--- src/rtl/sid_pot_pkg.sv ---
// sid_pot_pkg: shared types and constants for the SID paddle (POT) converter.
//   CNT_W       : width of the phi2 tick counter and of the conversion results
//   pot_state_t : converter phase, DISCHARGE (pins grounded) or CHARGE (timing)
package sid_pot_pkg;

  localparam int unsigned CNT_W = 8;

  typedef enum logic {
    ST_DISCHARGE = 1'b0,
    ST_CHARGE    = 1'b1
  } pot_state_t;

endpackage

--- src/rtl/sid_pot_channel.sv ---
// sid_pot_channel: one POT axis -- comparator synchronizer, captured flag and
// capture register.
//   clk, rst   : system clock, synchronous active-high reset
//   i_comp     : asynchronous comparator (1 = pin above threshold)
//   i_tick     : phi2 enable; capture logic only moves on these edges
//   i_charge   : converter is in CHARGE
//   i_enter    : this tick is the DISCHARGE-to-CHARGE transition
//   i_cnt      : current tick counter
//   o_value    : capture if a crossing was seen, otherwise all ones
module sid_pot_channel
  import sid_pot_pkg::*;
#(
  parameter int unsigned SYNC_STAGES = 2
) (
  input  logic             clk,
  input  logic             rst,
  input  logic             i_comp,
  input  logic             i_tick,
  input  logic             i_charge,
  input  logic             i_enter,
  input  logic [CNT_W-1:0] i_cnt,
  output logic [CNT_W-1:0] o_value
);

  logic [SYNC_STAGES-1:0] r_sync;
  logic                   r_flag;
  logic [CNT_W-1:0]       r_cap;
  logic                   w_sync;

  // Synchronizer runs every clk, regardless of phi2.
  always_ff @(posedge clk) begin
    if (rst) begin
      r_sync <= '0;
    end else begin
      r_sync <= {r_sync[SYNC_STAGES-2:0], i_comp};
    end
  end

  assign w_sync = r_sync[SYNC_STAGES-1];

  always_ff @(posedge clk) begin
    if (rst) begin
      r_flag <= 1'b0;
      r_cap  <= '0;
    end else if (i_tick) begin
      if (i_enter) begin
        r_flag <= 1'b0;
      end else if (i_charge && !r_flag && w_sync) begin
        r_cap  <= i_cnt;
        r_flag <= 1'b1;
      end
    end
  end

  // A crossing first seen on the last CHARGE tick would capture 255 anyway,
  // so "no capture" and "captured at 255" both resolve to all ones here.
  assign o_value = r_flag ? r_cap : '1;

endmodule

--- src/rtl/sid_pot.sv ---
// sid_pot: SID paddle converter. Alternates a DISCHARGE phase (pins grounded)
// with a 256-tick CHARGE phase in which each axis records the tick at which
// its comparator first goes high.
//   clk, rst      : system clock, synchronous active-high reset
//   phi2_en       : one-clk enable per 6510 phi2 cycle
//   pot_comp_x/y  : asynchronous comparators for POTX / POTY
//   pot_discharge : 1 = ground both pot pins
//   potx, poty    : last completed conversions ($19 / $1A)
//   conv_done     : one-clk pulse after potx/poty update
module sid_pot
  import sid_pot_pkg::*;
#(
  parameter int unsigned SYNC_STAGES     = 2,
  parameter int unsigned DISCHARGE_TICKS = 256
) (
  input  logic             clk,
  input  logic             rst,
  input  logic             phi2_en,
  input  logic             pot_comp_x,
  input  logic             pot_comp_y,
  output logic             pot_discharge,
  output logic [CNT_W-1:0] potx,
  output logic [CNT_W-1:0] poty,
  output logic             conv_done
);

  localparam logic [CNT_W-1:0] DIS_LAST = CNT_W'(DISCHARGE_TICKS - 1);

  pot_state_t       r_state;
  logic [CNT_W-1:0] r_cnt;
  logic             w_charge;
  logic             w_enter;
  logic [CNT_W-1:0] w_val_x;
  logic [CNT_W-1:0] w_val_y;

  assign w_charge = (r_state == ST_CHARGE);
  assign w_enter  = (r_state == ST_DISCHARGE) && (r_cnt == DIS_LAST);

  sid_pot_channel #(.SYNC_STAGES(SYNC_STAGES)) u_chan_x (
    .clk      (clk),
    .rst      (rst),
    .i_comp   (pot_comp_x),
    .i_tick   (phi2_en),
    .i_charge (w_charge),
    .i_enter  (w_enter),
    .i_cnt    (r_cnt),
    .o_value  (w_val_x)
  );

  sid_pot_channel #(.SYNC_STAGES(SYNC_STAGES)) u_chan_y (
    .clk      (clk),
    .rst      (rst),
    .i_comp   (pot_comp_y),
    .i_tick   (phi2_en),
    .i_charge (w_charge),
    .i_enter  (w_enter),
    .i_cnt    (r_cnt),
    .o_value  (w_val_y)
  );

  always_ff @(posedge clk) begin
    if (rst) begin
      r_state       <= ST_DISCHARGE;
      r_cnt         <= '0;
      pot_discharge <= 1'b1;
      potx          <= '0;
      poty          <= '0;
      conv_done     <= 1'b0;
    end else begin
      conv_done <= 1'b0;
      if (phi2_en) begin
        unique case (r_state)
          ST_DISCHARGE: begin
            if (r_cnt == DIS_LAST) begin
              r_state       <= ST_CHARGE;
              r_cnt         <= '0;
              pot_discharge <= 1'b0;
            end else begin
              r_cnt <= r_cnt + 1'b1;
            end
          end
          ST_CHARGE: begin
            if (r_cnt == '1) begin
              r_state       <= ST_DISCHARGE;
              r_cnt         <= '0;
              pot_discharge <= 1'b1;
              potx          <= w_val_x;
              poty          <= w_val_y;
              conv_done     <= 1'b1;
            end else begin
              r_cnt <= r_cnt + 1'b1;
            end
          end
          default: begin
            r_state <= ST_DISCHARGE;
            r_cnt   <= '0;
          end
        endcase
      end
    end
  end

endmodule
--- config.mk ---
export PLATFORM = sky130hd
export DESIGN_NAME = sid_pot
export DESIGN_NICKNAME = d
export VERILOG_FILES = /design/src/rtl/sid_pot_pkg.sv /design/src/rtl/sid_pot_channel.sv /design/src/rtl/sid_pot.sv
export SDC_FILE = /design/constraint.sdc
export NUM_CORES = 1
export LEC_CHECK = 0
export ABC_CLOCK_PERIOD_IN_PS = 1700
export CORE_MARGIN = 4
export CORE_UTILIZATION = 30
export DETAILED_ROUTE_END_ITERATION = 8
export SETUP_SLACK_MARGIN = 0.2
export SYNTH_ARGS = -nofsm -noshare
export SYNTH_HDL_FRONTEND = slang
export SYNTH_SLANG_ARGS = --single-unit
--- constraint.sdc ---
create_clock -name clk -period 1.7 [get_ports clk]
set_clock_uncertainty 0.1 [all_clocks]
set_input_delay 0.34 -clock clk [delete_from_list [all_inputs] [get_ports clk]]
set_output_delay 0.34 -clock clk [all_outputs]
set_load 0.01 [all_outputs]
# After elaboration in Yosys (flattened, before gate mapping)
# Cells that the tools add are included.
# word_totals
ff_bits,49
input_bits,5
output_inout_bits,18
word_cells,48
# classes
addsub,1
eq_ne,3
n_mux,13
bitwise_logic,3
n_reduce_logical,16
# op_table
cell,n
2-to-1 mux 8 bit,3
AND reduction 3 bit,4
"adder 8 x 1 -> 8 bit, second input constant",1
"equality test 8 bit, second input constant",1
2-to-1 mux 1 bit,8
logical AND 1 bit,5
"!= test 2 x 1 -> 1 bit, second input constant",2
one-hot mux 1 bit (2 select lines),2
AND reduction 2 bit,2
nonzero test 2 bit,2
NOT 1 bit,3
OR reduction 3 bit,1
logical NOT 1 bit,2

# Logic depth before layout (Yosys ltp)
# Gate-level depths: netlist (run 1).
# depth
depth_word,5
depth_mapped,6

# Modules after synthesis
# A second synthesis (run 1) with hierarchy kept.
# hier_totals
cells_unflattened,230
area_unflattened_um2,2270.9
# by_module_without_submodules
mod,n_inst,cells_per_inst,area_each_um2,seq_area_each_um2
sid_pot,1,126,1192.4,540.5
sid_pot_channel,2,52,539.3,220.2

# Worst setup path after synthesis (run 1)
# No wires, ideal clock.
# synth_path
path_kind,flip-flop to flip-flop
from,register r_cnt[0]
to,register poty[7]
setup_ns,0.144
t_arrival_ns,1.352
required_time_ns,1.456
slack_ns,0.104
path_stages_with_launch,6
n_path_buf,1
path_cell_list,dfxtp_1 > ha_1 > nand4_1 > nor3_4 > buf_6 > a311oi_2
# synth_between
elab_chain_cells,2
# synth_lines
item,line_no,source
from (decl),sid_pot.sv:30,logic [CNT_W-1:0] r_cnt;
from (signal assigned),sid_pot.sv:79,r_cnt <= r_cnt + 1'b1;
from (signal assigned),sid_pot.sv:91,r_cnt <= r_cnt + 1'b1;
equality test 8 bit,sid_pot.sv:83,if (r_cnt == '1) begin
AND reduction 3 bit (no line),n/a,
to (signal assigned),sid_pot.sv:88,poty <= w_val_y;
to (decl),sid_pot.sv:23,"output logic [CNT_W-1:0] poty,"
# No other way between the ends.
# A chain may end at the register's enable or synchronous reset.

# Final worst setup path (run 1)
# layout_path
from,register r_cnt[1]
to,register poty[7]
# The elaborated chain is that of the path after synthesis.

==> results of run 1 <==
metal layers:
layer / wire, µm / global-route usage
met1: 2210 / 0.162
met2: 2150 / 0.206
met3: 193 / 0.0341
met4: 89 / 0.0474
met5: 0 / 0
power by group:
part / leakage (nW) / internal (mW) / total (mW) / switching (mW)
combinational: 0.460 / 0.0440 / 0.0918 / 0.0479
clock: 0.0585 / 0.480 / 0.860 / 0.380
sequential: 0.399 / 1.16 / 1.17 / 0.0122
total: 0.917 / 1.68 / 2.12 / 0.440
critical path: stages (launching register included):
cell and delay (ns):
dfxtp_4 0.38, ha_4 0.15, and4_4 0.23, buf_12 0.15, a31oi_1 0.11, a311oi_2 0.23
state kept, by name, summed over array words and instances (netlist names), 2 cells and up:
register / flops
potx: 8
poty: 8
r_cnt: 8
u_chan_x.r_cap: 8
u_chan_x.r_sync: 2
u_chan_y.r_cap: 8
u_chan_y.r_sync: 2
repair_timing:
item	in CTS	in global routing
setup endpoints to repair	32	30
gates resized for setup	19	6
hold buffers	0	0
pin swaps	0	8
buffers inserted	0	2
cloned	1	0
path summary, 6_finish.rpt:
kind | cells past startpoint | end | slack [ns]
max reg2reg | 5 | poty[7] | 0.26
min reg2reg | 1 | u_chan_x.r_sync[1] | 0.34
max | 5 | poty[7] | 0.26
min | 1 | u_chan_x.r_sync[1] | 0.34
cell families after synthesis:
kind of cell,after synthesis
xor gates and xnor gates,3
and+or+nand+nor,69
DFF,49
AOI/OAI and AO/OA,60
muxes,1
buffers and inverters,38
adders and majority gates,1
cell type report:
| type | instances | area (µm²) |
|---|---|---|
| fillers | 661 | 3870 |
| inverters | 18 | 67.6 |
| clock buffers | 7 | 86.3 |
| repair buffers | 43 | 395 |
| multi-input cells | 135 | 848 |
| well taps | 77 | 96.3 |
| flip-flops and latches | 49 | 992 |
| clock inverters | 1 | 30.0 |
cells in the final DEF, fill, tap and decap left out, types with 4 or more instances in the layout:
| cell | Yosys | routed |
|---|---|---|
| nor2_1 | 7 | 7 |
| dfxtp_1 | 49 | 44 |
| clkbuf_8 | 0 | 6 |
| a311oi_1 | 14 | 14 |
| a21oi_1 | 19 | 19 |
| inv_1 | 18 | 18 |
| nor2b_1 | 4 | 4 |
| nand2_1 | 34 | 34 |
| buf_4 | 0 | 18 |
| dlygate4sd2_1 | 0 | 18 |
| nor3_1 | 4 | 4 |
| a31oi_1 | 17 | 17 |
==> key figures, run 1 <==
STA
  • RSZ-0062 raised after global routing: yes
  • Actual slew at the worst max-slew pin: 0.318 ns
  • Slew HR: 0.788
  • Hold Slack: 0.343 ns
  • Fmax: 696 MHz
  • Fin. Hold Viols: 0
  • Final setup viols: 0
  • Tmin final: 1.44 ns
  • Final worst-path cycle share: 0.845
  • Worst Slack Setup Final: 0.263 ns
  • Slew Viols, Final: 0
  • Setup total negative slack: 0 ns

Layout
  • Fin area: 2520 µm²
  • Core Util, Final: 0.394
  • P&R area growth vs syn: 26.3%
  • Non-Filler Instances: 330
  • Fin nets: 258
  • Layout cells sized above 1: 0.162
  • Antenna cells: 0

Clocking
  • Clock Path Buffers: 2
  • Clock latency on the worst-skew pair: 0.30 ns
  • Number of buffers created by CTS: 5
  • Clk sink count: 49
  • Root buffer cell: clkbuf_8
  • Clk slew on worst S/H paths: 0.09 ns
  • TritonCTS clock tree: yes
  • H-Tree Depth: 2

Floorplanning
  • CORE AREA: 6390 µm²
  • Row cnt: 29
  • Chip height: 89.5 µm
  • Die area: 8010 µm²
  • I/O Pins: 23
  • Die Wd: 89.5 µm
  • Starting Density: 0.312

Drt
  • Antenna Nets Post-Route: 0
  • DRT iter0 DRCs: 80
  • Final wirelength: 4640 µm
  • DR WL/cell: 14.1 µm
  • Pre-Repair DR Iteration Count: 4
  • # DRC: 0
  • Via count: 1664
  • Mean number of vias per cell: 5.04

Pwr
  • Power per cell area: 844 nW/µm²
  • VDD IR max: 0.330 mV
  • Pwr Total: 2.12 mW
  • LEAKAGE: 0.917 nW

GRT
  • Grt ovf: 0
  • Initial antenna violation count: 0
  • Total GRT Usage: 0.127
  • Global-route wire length before repair: 7630 µm
  • Vias in the first global route: 1541
  • Largest net degree at the start of global routing: 29

Synthesis
  • Synth cell count leaders: dfxtp_1, nand2_1, a21oi_1, inv_1, a31oi_1
  • Post-synthesis mux area share: 0.00503
  • Seq/Total Area, Yosys: 0.492
  • Number of enable flip-flop cells after synthesis: 0
  • Area share of xor/xnor cells in the synthesized design: 0.0132
  • Synth Area in Simple Gates: 0.185
  • Synth Area in Compound Gates: 0.204
  • Post-Synth Adder-Cell Area: 0.00628
  • YS warnings: 0
  • Most common cell in the netlist: dfxtp_1
  • Synth unique cells: 34
  • Main combinational cell family by area after synthesis: compound AO/OA/AOI/OAI gates
  • Synthesized area: 1990 µm²
  • Mapped Nets: 227
  • Share of the synthesized area in the top cell type: 0.492
  • Post-synthesis cell count: 221
  • Commonest register cell after synthesis: dfxtp_1
  • Mapped Avg Cell Area: 9.01 µm²
  • Flops & latches, synth: 49
  • Largest area contributor in the netlist: dfxtp_1
  • Async SR Flop Fraction: 0
  • Synth area leaders: dfxtp_1, nand2_1, a311oi_1, a31oi_1, a21oi_1

Placed design
  • Placed cell area: 2390 µm²
  • Dpl ws: -0.117 ns
  • Placed Cells: 319
  • GPL Wtd Cong: 0.782
  • I/O Buffers: 22
  • Dpl hpwl: 3030 µm

Job
  • MaxCap Viol Count: 0

Hold path
  • Min-delay worst type: reg -> reg
  • Hold Startpoint: u_chan_x.r_sync[0]

Setup path
  • Critical Path Start Type: register
  • RR Startpoint: r_cnt[1]
  • Arrival @ worst endpoint: 1.56 ns
  • Crit path kind: reg -> reg
  • CP Max Fanout: 19
  • Worst setup path startpoint: r_cnt[1]
  • Worst path required time: 1.82 ns
  • Crit. End Element: register

Outcome
  • Status: complete, no violations
Power figures use the tool's default switching activity.
==> run 2, diff against run 1 <==
Settings changed: ABC_CLOCK_PERIOD_IN_PS 1700 to 1200.
Clock period 1.7 ns to 1.2 ns, I/O delays scaled along.
==> key figures, run 2 (synthesis results as in run 1) <==
Placed design
  • Dpl ws: -0.562 ns (-0.445 ns)
  • Dpl hpwl: 3290 µm (+8.6%)
  • Placed cell area: 2580 µm² (+8.2%)
  • I/O Buffers: 22 (unchanged)
  • GPL Wtd Cong: 0.767 (-1.9%)

GRT
  • Grt ovf: 0 (unchanged)
  • Total GRT Usage: 0.140 (+0.0129)
  • GR peak layer: met2
  • Met1 Use GR: 0.173 (+0.0115)
  • Met3 global-route usage: 0.0276 (-0.00645)
  • Initial antenna violation count: 0 (unchanged)
  • Global-route wire length before repair: 8590 µm (+13%)
  • Global Route met2 Usage: 0.234 (+0.0281)
  • Vias in the first global route: 1795 (+16%)
  • Largest net degree at the start of global routing: 21 (-28%)

Clocking
  • Clock Path Buffers: 2 (unchanged)
  • Clk slew on worst S/H paths: 0.09 ns (about the same)
  • Clk sink count: 49 (unchanged)
  • Number of buffers created by CTS: 5 (unchanged)
  • TritonCTS clock tree: yes
  • H-Tree Depth: 2 (unchanged)
  • Root buffer cell: clkbuf_8
  • Clock latency on the worst-skew pair: 0.30 ns (about the same)

Setup path
  • Critical Path Start Type: register
  • Crit path kind: reg -> reg
  • CP Max Fanout: 18 (-1)
  • Arrival @ worst endpoint: 1.52 ns (-0.04 ns)
  • Worst Reg2Reg Path Length in Cells: 5 (unchanged)
  • Crit. End Element: register
  • Worst path required time: 1.32 ns (-0.50 ns)
  • Reg2reg setup slack: -0.20 ns (-0.46 ns)
  • RR Startpoint: r_cnt[1]
  • Reg2Reg Capture Point: potx[7]

Pwr
  • Internal Power: 2.11 mW (+26%)
  • Clk pwr share: 0.345 (-0.060)
  • Gate power share: 0.059 (+0.016)
  • VDD IR max: 0.406 mV (+23%)
  • LEAKAGE: 1.20 nW (+30%)
  • Net load switching power: 658 µW (+50%)
  • Sw frac: 0.237 (+0.0301)
  • Power per cell area: 905 nW/µm² (+7.3%)
  • Seq pwr share: 0.596 (+0.044)

STA
  • Final setup viols: 28 (+28)
  • RSZ-0062 raised after global routing: yes
  • Worst Slack Setup Final: -0.200 ns (-0.463 ns)
  • Final worst-path cycle share: 1.17 (+0.321)
  • Slew Viols, Final: 0 (unchanged)
  • Actual slew at the worst max-slew pin: 0.294 ns (-0.0239 ns)
  • Setup total negative slack: -3.76 ns (-3.76 ns)
  • Fmax: 714 MHz (+2.6%)
  • Slew HR: 0.804 (+0.0161)
  • Tmin final: 1.40 ns (-0.0369 ns)
  • Hold Slack: 0.181 ns (-0.163 ns)
  • Fin. Hold Viols: 0 (unchanged)

Layout
  • Fin nets: 291 (+13%)
  • Reg area: 1030 µm² (+3.4%)
  • Layout cells sized above 1: 0.545 (+0.383)
  • Antenna cells: 0 (unchanged)
  • P&R area growth vs syn: 53.8%
  • Most frequent cells in the layout: buf_4, buf_6, dfxtp_1
  • Fin area: 3060 µm² (+22%)
  • Commonest non-fill, non-tap cell in the layout: buf_4
  • # fillers: 622 (-5.9%)
  • Area of the multi-input gates: 1060 µm² (+25%)

Drt
  • Mean number of vias per cell: 5.19 (+2.9%)
  • Pre-Repair DR Iteration Count: 4 (unchanged)
  • Final wirelength: 5340 µm (+15%)
  • DRT iter0 DRCs: 99 (+24%)
  • Via count: 1883 (+13%)
  • DR WL/cell: 14.7 µm (+4.7%)
  • Antenna Nets Post-Route: 0 (unchanged)
  • # DRC: 0 (unchanged)

Floorplanning
  • Die Wd: 89.5 µm (unchanged)
  • I/O Pins: 23 (unchanged)
  • Die area: 8010 µm² (unchanged)
  • Row cnt: 29 (unchanged)
  • Starting Density: 0.312 (unchanged)
  • CORE AREA: 6390 µm² (unchanged)
  • Chip height: 89.5 µm (unchanged)

Hold path
  • Min-delay worst type: in -> reg
  • Hold depth: 2 (+1)
  • Hold path endpoint: r_cnt[1]
  • Hold Startpoint: rst

Outcome
  • Status: finished with violations
  • Violated checks: setup timing

Job
  • MaxCap Viol Count: 0 (unchanged)
[run 2: changes by cell type in the layout (fill, tap and decap cells not counted), sizes merged]
cell           delta
bufinv            -1
clkdlybuf4s50     -1
dlygate4sd2      -17
inv               +1
and4              +1
clkbuf            -2
dlymetal6s2s      -1
clkinv            +2
buf              +51
[run 2: timing repair]
action                     4_1_cts  5_1_grt
cloned                           3        0
pin swaps                       45        9
gates resized for setup        137       40
setup endpoints to repair       63       63
setup buffers                    3        9
hold buffers                     0        0
[run 2: layout make-up]
cell class	count	area share
multi-input combinational	136	0.346
sequential	49	0.335
timing repair buffer	75	0.238
tap	77	0.0314
clock buffer	5	0.0225
inverter	18	0.0220
clock inverter	3	0.00531
[run 2: worst max-delay path by stage]
stage	from	endpoint	slack [ns]	depth (start not counted)
2_1_floorplan	r_cnt[1]	potx[7]	-0.33	5
3_3_place_gp	phi2_en	poty[7]	-0.50	5
3_5_place_dp	phi2_en	potx[6]	-0.56	5
4_1_cts	r_cnt[1]	poty[1]	-0.20	5
5_1_grt	r_cnt[1]	poty[3]	-0.28	5
6_report	r_cnt[1]	potx[7]	-0.20	5
[run 2: worst max-delay path: stages (launching register included)]
cell and delay [ns]:
dfxtp_4 0.37, ha_4 0.14, and4_4 0.22, buf_12 0.15
a31oi_1 0.10, a311oi_2 0.24
[run 2: metal layers]
layer,wire length (µm),vias up
li1,-,918
met1,2290,905
met2,2720,46
met3,216,14
met4,114,0
met5,0,-
[run 2: power groups by stage]
stage          sequential (mW)  clock, mW  combinational, mW
2_1_floorplan             1.69          0             0.0756
3_3_place_gp              1.69          0              0.146
3_5_place_dp              1.69          0              0.147
4_1_cts                   1.65      0.982              0.158
5_1_grt                   1.65       1.05              0.178
6_report                  1.65      0.958              0.163
[run 2: per-stage QoR]
stage / power (mW) / std cells / utilization
after floorplan: 1.77 / 221 / -
after global placement: 1.84 / 340 / 0.405
after detailed placement: 1.84 / 340 / 0.405
after CTS: 2.79 / 354 / 0.452
after global routing: 2.88 / 363 / 0.480
final: 2.77 / 363 / 0.480
==> run 3, diff against run 2 <==
Settings changed: ABC_AREA set to 1.
==> key figures, run 3 <==
Drt
  • Mean number of vias per cell: 4.79 (-7.7%)
  • Final wirelength: 5120 µm (-4.2%)
  • Via count: 1796 (-4.6%)
  • # DRC: 0 (unchanged)
  • Pre-Repair DR Iteration Count: 4 (unchanged)
  • DR WL/cell: 13.6 µm (-7.3%)
  • Antenna Nets Post-Route: 0 (unchanged)
  • DRT iter0 DRCs: 65 (-34%)

Pwr
  • LEAKAGE: 1.30 nW (+8.8%)
  • Power per cell area: 947 nW/µm² (+4.7%)
  • VDD IR max: 0.589 mV (+45%)

Setup path
  • Critical Path Start Type: register
  • Most frequent cell on the critical path: nand2_4
  • RR Startpoint: r_cnt[1]
  • Worst Reg2Reg Path Length in Cells: 8 (+3)
  • Crit path kind: reg -> reg
  • Arrival @ worst endpoint: 1.48 ns (-0.04 ns)
  • CP Max Fanout: 19 (+1)
  • Reg2Reg Capture Point: r_state
  • CP delay by family, top: simple AND/OR/NAND/NOR gates
  • Crit. End Element: register
  • Slowest-stage cell, CP: dfxtp_2
  • Reg2reg setup slack: -0.20 ns (about the same)
  • Cell Chain, Critical Path: ha_4, nand2_4, nor2_4, nand2_4, nor2_8, inv_6, nand2_1, a21oi_1
  • Bufs and invs on worst path: 1 (unchanged)
  • CP peak stage delay: 0.37 ns (about the same)
  • Worst path required time: 1.28 ns (-0.04 ns)

Placed design
  • I/O Buffers: 22 (unchanged)
  • GPL Wtd Cong: 0.831 (+8.4%)
  • Dpl hpwl: 3200 µm (-2.8%)
  • Placed Cells: 352 (+3.5%)

Floorplanning
  • Die Wd: 87.9 µm (-1.8%)
  • Chip height: 87.9 µm (-1.8%)
  • I/O Pins: 23 (unchanged)
  • CORE AREA: 6060 µm² (-5.1%)
  • Die area: 7730 µm² (-3.5%)
  • Row cnt: 28 (-3.4%)
  • Starting Density: 0.316 (+0.00415)

Hold path
  • Hold Startpoint: u_chan_y.r_sync[0]
  • Min-delay worst type: reg -> reg
  • Hold path endpoint: u_chan_y.r_sync[1]
  • Hold depth: 2 (unchanged)

STA
  • Final worst-path cycle share: 1.17 (+0.00161)
  • Final setup viols: 27 (-3.6%)
  • Slew Viols, Final: 0 (unchanged)
  • Hold Slack: 0.309 ns (+0.128 ns)
  • Slew HR: 0.831 (+0.0274)
  • Fmax: 713 MHz (-0.14%)
  • Actual slew at the worst max-slew pin: 0.253 ns (-0.0414 ns)
  • RSZ-0062 raised after global routing: yes
  • Worst Slack Setup Final: -0.202 ns (-0.00193 ns)
  • Fin. Hold Viols: 0 (unchanged)
  • Setup total negative slack: -3.98 ns (-0.217 ns)
  • Tmin final: 1.40 ns (+0.00193 ns)

Synthesis
  • Commonest register cell after synthesis: dfxtp_1
  • Mapped Avg Cell Area: 8.33 µm² (-7.6%)
  • Largest area contributor in the netlist: dfxtp_1
  • Mapped Nets: 236 (+4.0%)
  • Post-synthesis cell count: 230 (+4.1%)
  • Most common cell in the netlist: dfxtp_1
  • Number of enable flip-flop cells after synthesis: 0 (unchanged)
  • Seq/Total Area, Yosys: 0.512 (+0.0196)
  • Synthesized area: 1920 µm² (-3.8%)
  • Synth unique cells: 27 (-21%)
  • Async SR Flop Fraction: 0 (unchanged)
  • Share of the synthesized area in the top cell type: 0.512 (+0.0196)
  • Flops & latches, synth: 49 (unchanged)
  • YS warnings: 0 (unchanged)
  • Synth cell count leaders: dfxtp_1, nor2_1, nand2_1, a21oi_1, inv_1
  • Synth area leaders: dfxtp_1, nor2_1, o211ai_1, nand2_1, a21oi_1

Layout
  • Most frequent cells in the layout: buf_4, buf_6, nand2_1
  • Layout cells sized above 1: 0.503 (-0.0421)
  • Non-Filler Instances: 375 (+3.3%)
  • Commonest non-fill, non-tap cell in the layout: buf_4
  • P&R area growth vs syn: 57.3%
  • Antenna cells: 0 (unchanged)
  • Fin nets: 305 (+4.8%)
  • # fillers: 575 (-7.6%)

GRT
  • Largest net degree at the start of global routing: 20 (-4.8%)
  • Grt ovf: 0 (unchanged)
  • Vias in the first global route: 1748 (-2.6%)
  • Total GRT Usage: 0.136 (-0.00415)
  • Initial antenna violation count: 0 (unchanged)
  • Global-route wire length before repair: 8150 µm (-5.1%)

Clocking
  • TritonCTS clock tree: yes
  • Clk slew on worst S/H paths: 0.09 ns (about the same)
  • Root buffer cell: clkbuf_8
  • H-Tree Depth: 2 (unchanged)
  • Clk sink count: 49 (unchanged)
  • Number of buffers created by CTS: 5 (unchanged)
  • Clock latency on the worst-skew pair: 0.31 ns (about the same)
  • Clock Path Buffers: 2 (unchanged)

Outcome
  • Status: finished with violations
  • Violated checks: setup timing

Job
  • MaxCap Viol Count: 0 (unchanged)
run 3: cell types whose count changed after synthesis, moves of 8 or more:
cell      before  now
nand3_1        3   15
nor2_1         7   32
a31oi_1       17    0
o211ai_1       1   16
o21ai_0        3   11
a311oi_1      14    0
run 3: worst max-delay path by stage:
| stage | start | end | cells after the start |
|---|---|---|---|
| after floorplan | r_cnt[1] | potx[6] | 9 |
| after global placement | phi2_en | r_cnt[7] | 9 |
| after detailed placement | phi2_en | poty[2] | 9 |
| after CTS | r_cnt[1] | poty[2] | 8 |
| after global routing | r_cnt[1] | poty[3] | 8 |
| final | r_cnt[1] | r_state | 8 |
run 3: cells by family after synthesis:
kind of cell / Yosys count / synth area share
and+or+nand+nor: 95 / 0.238
AOI/OAI and AO/OA: 49 / 0.150
adders and majority gates: 1 / 0.00653
buffers and inverters: 36 / 0.0934
DFF: 49 / 0.512
run 3: where the power goes:
part | switching, mW | internal [mW] | leakage, nW
combinational | 0.0939 | 0.0906 | 0.850
sequential | 0.00850 | 1.64 | 0.406
clock | 0.600 | 0.422 | 0.0447
run 3: layout make-up:
class | instances | area [µm²] | share of cell area
sequential | 49 | 1010 | 0.335
tap | 75 | 93.8 | 0.0311
clock buffer | 5 | 68.8 | 0.0228
clock inverter | 3 | 25.0 | 0.00831
timing repair buffer | 73 | 738 | 0.245
inverter | 25 | 111 | 0.0370
multi-input combinational | 145 | 966 | 0.321
run 3: metal layers:
metal,part of all wire,vias to the layer above,track usage
met2,0.48,38,0.232
met5,0,-,0
li1,-,893,-
met1,0.45,858,0.170
met3,0.057,7,0.0292
met4,0.013,0,0.0460
run 3: repair_timing:
action,CTS,global route
hold buffers,0,0
setup buffers,7,4
setup endpoints to repair,65,63
cloned,3,1
pin swaps,9,14
gates resized for setup,141,27
endpoints found under the hold margin,0,0
run 3: worst register-to-register path, stage by stage, from the launching register on:
cell and delay, ns:
dfxtp_2 0.37, ha_4 0.16, nand2_4 0.06, nor2_4 0.10, nand2_4 0.09, nor2_8 0.16
inv_6 0.11, nand2_1 0.08, a21oi_1 0.05
run 3: per-stage QoR:
| stage | cell area [µm²] | power [mW] | util | setup WS [ns] |
|---|---|---|---|---|
| after floorplan | 2010 | 1.76 | - | -0.231 |
| after global placement | 2530 | 1.82 | 0.417 | -0.554 |
| after detailed placement | 2530 | 1.82 | 0.417 | -0.561 |
| after CTS | 2870 | 2.87 | 0.473 | -0.193 |
| after global routing | 3010 | 2.96 | 0.497 | -0.259 |
| final | 3010 | 2.85 | 0.497 | -0.202 |
